<file path="config.mk">
export PLATFORM = sky130hd
export DESIGN_NAME = ifu_fetch_flat
export DESIGN_NICKNAME = d
export VERILOG_FILES = /design/src/rtl/ifu_fetch_if.sv /design/src/rtl/ifu_fetch.sv /design/src/flat_wrapper.sv
export SDC_FILE = /design/constraint.sdc
export NUM_CORES = 1
export LEC_CHECK = 0
export ABC_AREA = 1
export BUFFER_PORTS_ARGS = -buffer_cell sky130_fd_sc_hd__buf_2
export CAP_MARGIN = 20
export CORE_MARGIN = 2
export CORE_UTILIZATION = 52
export CTS_CLUSTER_DIAMETER = 100
export DETAILED_ROUTE_END_ITERATION = 10
export PLACE_DENSITY_LB_ADDON = 0.08
export SLEW_MARGIN = 30
export SYNTH_ARGS = -nofsm -noshare
export SYNTH_HDL_FRONTEND = slang
export SYNTH_SLANG_ARGS = --single-unit
</file>
<file path="constraint.sdc">
create_clock -name clk -period 3.12 [get_ports clk]
set_input_delay 0.156 -clock clk [delete_from_list [all_inputs] [get_ports clk]]
set_output_delay 0.156 -clock clk [all_outputs]
set_load 0.005 [all_outputs]
</file>
<file path="src/rtl/ifu_fetch_if.sv">
// rtl/ifu_fetch_if.sv - instruction-memory request/ack bus between fetch unit and imem
interface ifu_fetch_if;
   logic        imem_req;
   logic [31:0] imem_addr;
   logic        imem_ack;
   logic [31:0] imem_rdata;

   modport master (output imem_req, output imem_addr, input imem_ack, input imem_rdata);
   modport slave  (input imem_req, input imem_addr, output imem_ack, output imem_rdata);
endinterface

</file>
<file path="src/rtl/ifu_fetch.sv">
// rtl/ifu_fetch.sv - instruction fetch unit: PC, variable-latency imem fetch, next-PC select
// A fetch timeout or a misaligned next PC latches fetch_err and parks the unit in HALT.
module ifu_fetch #(
   parameter logic [31:0] RESET_PC = 32'h0000_3000,
   parameter int          TIMEOUT  = 16
) (
   input  logic               clk,
   input  logic               rst_n,
   ifu_fetch_if.master        imem,
   output logic [31:0]        instr,
   output logic [5:0]         opcode,
   output logic [5:0]         funct,
   output logic               instr_valid,
   output logic [31:0]        pc,
   output logic [31:0]        pc_plus4,
   input  logic [2:0]         npc_sel,
   input  logic               br_eq,
   input  logic               br_ge,
   input  logic [31:0]        rs_data,
   input  logic               adv,
   output logic               fetch_err
);
   localparam int CW = (TIMEOUT > 2) ? $clog2(TIMEOUT) : 1;

   typedef enum logic [1:0] {S_BOOT, S_FETCH, S_ISSUE, S_HALT} state_t;

   state_t        r_state, w_state_nxt;
   logic [31:0]   r_pc, r_instr;
   logic [CW-1:0] r_cnt;
   logic          r_err;
   logic [31:0]   w_next_pc, w_br_target;
   logic          w_timeout, w_misalign;

   assign pc_plus4    = r_pc + 32'd4;
   assign w_br_target = pc_plus4 + {{14{r_instr[15]}}, r_instr[15:0], 2'b00};
   assign w_timeout   = (r_cnt == CW'(TIMEOUT - 1));
   assign w_misalign  = |w_next_pc[1:0];

   always_comb begin
      w_next_pc = pc_plus4;
      case (npc_sel)
         3'b001:         if (br_eq) w_next_pc = w_br_target;
         3'b010, 3'b011: w_next_pc = {pc_plus4[31:28], r_instr[25:0], 2'b00};
         3'b100:         w_next_pc = rs_data;
         3'b101:         if (br_ge) w_next_pc = w_br_target;
         default:        w_next_pc = pc_plus4;
      endcase
   end

   always_ff @(posedge clk or negedge rst_n) begin
      if (!rst_n) r_state <= S_BOOT;
      else        r_state <= w_state_nxt;
   end

   // Ack takes priority over timeout when both land on the same edge.
   always_comb begin
      w_state_nxt = r_state;
      case (r_state)
         S_BOOT:  w_state_nxt = S_FETCH;
         S_FETCH: begin
            if (imem.imem_ack)  w_state_nxt = S_ISSUE;
            else if (w_timeout) w_state_nxt = S_HALT;
         end
         S_ISSUE: if (adv) w_state_nxt = w_misalign ? S_HALT : S_FETCH;
         S_HALT:  w_state_nxt = S_HALT;
         default: w_state_nxt = S_HALT;
      endcase
   end

   always_comb begin
      imem.imem_req = 1'b0;
      instr_valid   = 1'b0;
      case (r_state)
         S_FETCH: imem.imem_req = 1'b1;
         S_ISSUE: instr_valid   = 1'b1;
         default: ;
      endcase
   end

   always_ff @(posedge clk or negedge rst_n) begin
      if (!rst_n) begin
         r_pc    <= RESET_PC;
         r_instr <= 32'd0;
         r_cnt   <= '0;
         r_err   <= 1'b0;
      end else begin
         case (r_state)
            S_FETCH: begin
               if (imem.imem_ack) begin
                  r_instr <= imem.imem_rdata;
                  r_cnt   <= '0;
               end else if (w_timeout) begin
                  r_err <= 1'b1;
                  r_cnt <= '0;
               end else begin
                  r_cnt <= r_cnt + CW'(1);
               end
            end
            S_ISSUE: begin
               if (adv) begin
                  if (w_misalign) r_err <= 1'b1;
                  else            r_pc  <= w_next_pc;
               end
            end
            default: ;
         endcase
      end
   end

   assign imem.imem_addr = r_pc;
   assign instr          = r_instr;
   assign opcode         = r_instr[31:26];
   assign funct          = r_instr[5:0];
   assign pc             = r_pc;
   assign fetch_err      = r_err;
endmodule

</file>
<file path="src/flat_wrapper.sv">
// flat-port wrapper written by rule: the top's interface ports become plain ports
module ifu_fetch_flat 
#(
   parameter logic [31:0] RESET_PC = 32'h0000_3000,
   parameter int          TIMEOUT  = 16
)
  (clk, rst_n, instr, opcode, funct, instr_valid, pc, pc_plus4, npc_sel, br_eq, br_ge, rs_data, adv, fetch_err, imem_imem_req, imem_imem_addr, imem_imem_ack, imem_imem_rdata);
  ifu_fetch_if imem_i ();
  input  logic clk;
  input  logic rst_n;
  output logic [31:0] instr;
  output logic [5:0] opcode;
  output logic [5:0] funct;
  output logic instr_valid;
  output logic [31:0] pc;
  output logic [31:0] pc_plus4;
  input  logic [2:0] npc_sel;
  input  logic br_eq;
  input  logic br_ge;
  input  logic [31:0] rs_data;
  input  logic adv;
  output logic fetch_err;
  output wire logic [$bits(imem_i.imem_req)-1:0] imem_imem_req;
  output wire logic [$bits(imem_i.imem_addr)-1:0] imem_imem_addr;
  input wire logic [$bits(imem_i.imem_ack)-1:0] imem_imem_ack;
  input wire logic [$bits(imem_i.imem_rdata)-1:0] imem_imem_rdata;
  assign imem_imem_req = imem_i.imem_req;
  assign imem_imem_addr = imem_i.imem_addr;
  assign imem_i.imem_ack = imem_imem_ack;
  assign imem_i.imem_rdata = imem_imem_rdata;
  ifu_fetch #(.RESET_PC(RESET_PC), .TIMEOUT(TIMEOUT)) u_core (.clk(clk), .rst_n(rst_n), .imem(imem_i), .instr(instr), .opcode(opcode), .funct(funct), .instr_valid(instr_valid), .pc(pc), .pc_plus4(pc_plus4), .npc_sel(npc_sel), .br_eq(br_eq), .br_ge(br_ge), .rs_data(rs_data), .adv(adv), .fetch_err(fetch_err));
endmodule
</file>
==> summary.md <==
| Metric | Value |
|---|---|
| Max_cap viols | 0 |
| Initial core utilization | 52.8% |
| CP Class | flop to flop |
| Die Y | 120 um |
| CTS Root Cell | clkbuf_16 |
| Wire per inst | 17.2 um |
| Crit path max-delay family | simple AND/OR/NAND/NOR gates |
| Yosys top cell by area | dfrtp_1 |
| Critical hold path startpoint | imem_imem_rdata[6] |
| Setup TNS Final | 0 ns |
| Die span in x | 120 um |
| Antenna Cells | 0 |
| Arrival time of the worst setup path | 3.24 ns |
| Logic pwr share | 72.8% |
| Latest clock arrival within the worst-skew pair | 0.35 ns |
| Clk pwr share | 9.7% |
| Number of antenna violations at the first check in global routing | 0 |
| Post-synth top cells | nand2_1, inv_1, nor2_1, nand3_1, dfrtp_1 |
| Max incr delay on CP | 0.40 ns |
| Via count | 7923 |
| CP Buf/Inv Count | 2 |
| Slowest-stage cell, CP | ha_2 |
| RD Place Congestion | 1.02 |
| Crit Path Max Fanout | 6 |
| Yosys top cell area share | 24.9% |
| Post-Synth Adder-Cell Area | 6.42% |
| Rows | 42 |
| Worst VDD drop | 0.000692 V |
| Final hold vios | 0 |
| Cell count after placement | 1464 |
| Unrepaired setup endpoints after global routing | yes |
| Remaining antenna violation count | 0 |
| Initial DRC count | 689 |
| Leak | 4.97 nW |
| HP Class | input pin to flop |
| Worst path most repeated cell | nand2_1 |
| Compound-cell area share of the yosys netlist | 10.4% |
| Met2 track demand over resource | 58.6% |
| Post-synth EDFFs | 0 |
| Detailed placer's ending HPWL | 20000 um |
| Bufs on Longest Clock Path | 2 |
| Max-slew violation count | 0 |
| Final core occ | 69.4% |
| Cell variety after synth | 46 |
| GR peak layer | met2 |
| Sink Count | 71 |
| Top FF cell, synth | dfrtp_1 |
| Routing usage on met1 | 46.1% |
| Overall global routing resource usage | 35.2% |
| #FFs+latches synth | 71 |
| Core Box Area | 13100 sq um |
| I/O pin total | 216 |
| Final period utilization | 95.7% |
| Fmax | 335 MHz |
| Async SR Flop Fraction | 100% |
| NumNets Final | 1419 |
| Routed WL | 25600 um |
| Endpoint class of the critical path | flop |
| Syn_nets | 1182 |
| Synth warn | 0 |
| Syn Area/Cell | 6.46 sq um |
| Internal cell power | 5.14 mW |
| Fraction of layout cells with a size suffix above 1 | 35.8% |
| CP Cell Sequence | buf_4 > nand2_2 > nor2_4 > nand2_4 > nor2_8 > nand2_8 > xor2_4 > ha_2 > nand2_1 > o21ai_0 > nand3b_1 > nand2_1 > nand2_1 > nand2_1 > nand3_1 > nand3b_1 > nand2_1 > inv_1 |
| Post-synthesis mux area share | 3.89% |
| CP startpoint kind | flop |
| Grt met3 use | 5.09% |
| Skew final | 0.00962 ns |
| Area contributors post-synth | dfrtp_1, nand2_1, inv_1 |
| Worst r2r src | u_core.imem.imem_addr[3] |
| CTS clk-pin slew, worst paths | 0.07 ns |
| Sw frac | 51.8% |
| CP Data Required Time | 3.37 ns |
| TritonCTS clock tree | built |
| Most frequent cell after synthesis | nand2_1 |
| Largest net degree at the start of global routing | 58 |
| Final setup violation count | 0 |
| Vias per cell | 5.31 |
| Drt first pass iters | 5 |
| Mapped cell area | 6940 sq um |
| Slew headroom | 12.7% |
| Remaining global-route overflow | 0 |
| DRC Markers | 0 |
| Syn-to-layout area delta | 31.4% |
| NetSw | 5.53 mW |
| Post-Synth Simple-Gate Area | 35.9% |
| PD cells | 1170 nW/um^2 |
| H-Tree Depth | 3 |
| Cells after synthesis | 1074 |
| Sequential area share after synthesis | 25.6% |
| Post-Synth XOR/XNOR Area | 2.76% |
| Die ar. | 14300 sq um |
| Vias in the first global route | 7335 |
| CTS buffer count | 9 |
| Crit path time final | 2.99 ns |
| Worst-Margin Slew | 1.31 ns |
| Power share of the sequential group | 17.6% |
| Status | completed |
| Critical Path Start | u_core.imem.imem_addr[3] |
| Layout Cells excl Fill | 1492 |
| PortBufs | 215 |
| Largest family of logic cells by synthesized area | simple AND/OR/NAND/NOR gates |
| First-pass GRT wire length | 38500 um |
repair_timing:
item / CTS / global route
pin swaps: 0 / 17
setup buffers: 0 / 11
endpoints found under the hold margin: 54 / 0
resized for setup: 8 / 110
setup endpoints to repair: 8 / 19
hold buffers: 1 / 0
metrics by stage:
stage          power, mW  area (sq um)  worst slack, ns  hold WS, ns
6_report            10.7          9120            0.133       0.0333
4_1_cts             9.75          8610          0.00912       0.0307
3_5_place_dp        8.65          8290          -0.0976        0.286
2_1_floorplan       6.20          6940            0.305       -0.140
3_3_place_gp        8.61          8290           -0.216        0.293
5_1_grt             11.6          9120          -0.0267       0.0313
worst paths after layout:
kind,to,slack (ns),depth (start not counted)
setup / recovery,u_core.imem.imem_addr[22],0.13,18
hold / removal,u_core.instr[6],0.03,2
setup reg to reg,u_core.imem.imem_addr[22],0.13,18
hold reg to reg,u_core.fetch_err,0.49,1
max in group asynchronous,u_core.imem.imem_addr[15],1.94,3
min in group asynchronous,u_core.instr[7],0.43,2
worst register-to-register path, cell delays in order, from the launching register on:
cell and delay, ns:
dfrtp_1 0.35, buf_4 0.15, nand2_2 0.07, nor2_4 0.14, nand2_4 0.11, nor2_8 0.18
nand2_8 0.10, xor2_4 0.17, ha_2 0.41, nand2_1 0.09, o21ai_0 0.26, nand3b_1 0.28
nand2_1 0.11, nand2_1 0.07, nand2_1 0.04, nand3_1 0.16, nand3b_1 0.11, nand2_1 0.07
inv_1 0.03
per-layer routing:
| metal | routed length (um) | vias to the layer above |
|---|---|---|
| li1 | - | 3847 |
| met1 | 11000 | 3671 |
| met2 | 11800 | 349 |
| met3 | 1810 | 56 |
| met4 | 1080 | 0 |
| met5 | 0 | - |
logic make-up (layout without fill, tap and decap cells):
| logic type | after synthesis | count (layout) |
|---|---|---|
| flip-flops | 71 | 71 |
| buffers and inverters | 227 | 469 |
| XOR/XNOR | 21 | 21 |
| multiplexers | 24 | 24 |
| AND/OR/NAND/NOR | 570 | 570 |
| adder cells (fa/ha/maj) | 35 | 35 |
| AO/OA/AOI/OAI | 126 | 126 |
power groups by stage:
stage,combinational [mW],clock (mW),sequential (mW)
detailed placement,6.80,0,1.84
finish,7.77,1.03,1.87
global placement,6.78,0,1.84
CTS,6.88,1.04,1.83
global route,8.57,1.07,1.92
floorplan,4.37,0,1.83
sequential cells by signal, indices dropped and copies added, names as in the netlist:
register               flops
u_core.r_state             2
u_core.r_cnt               4
u_core.fetch_err           1
u_core.instr              32
u_core.imem.imem_addr     32
layout make-up:
cell class              count  area, sq um
clock buffers              10          239
clock inverters             6         42.5
fillers                  1214         4020
inverters                 163          612
multi-input cells         776         4570
flip-flops and latches     71         1790
well taps                 176          220
repair buffers            290         1640
cells in the final DEF (no fill, tap or decap), types with 10 or more instances in the layout:
cell	Yosys	final
nand3_1	76	71
buf_2	11	214
ha_1	34	22
buf_4	46	75
nand2_2	4	21
nor2_2	3	21
inv_1	153	147
nand4_1	15	15
nand3b_1	11	11
a21oi_2	0	11
o21ai_0	34	30
dfrtp_1	69	62
nor2_4	4	10
xor2_1	14	11
inv_2	9	15
nand2_1	342	323
a21oi_1	57	46
mux2_2	24	24
nor2_1	80	56
Note: power is estimated with default switching activity, not from simulation.
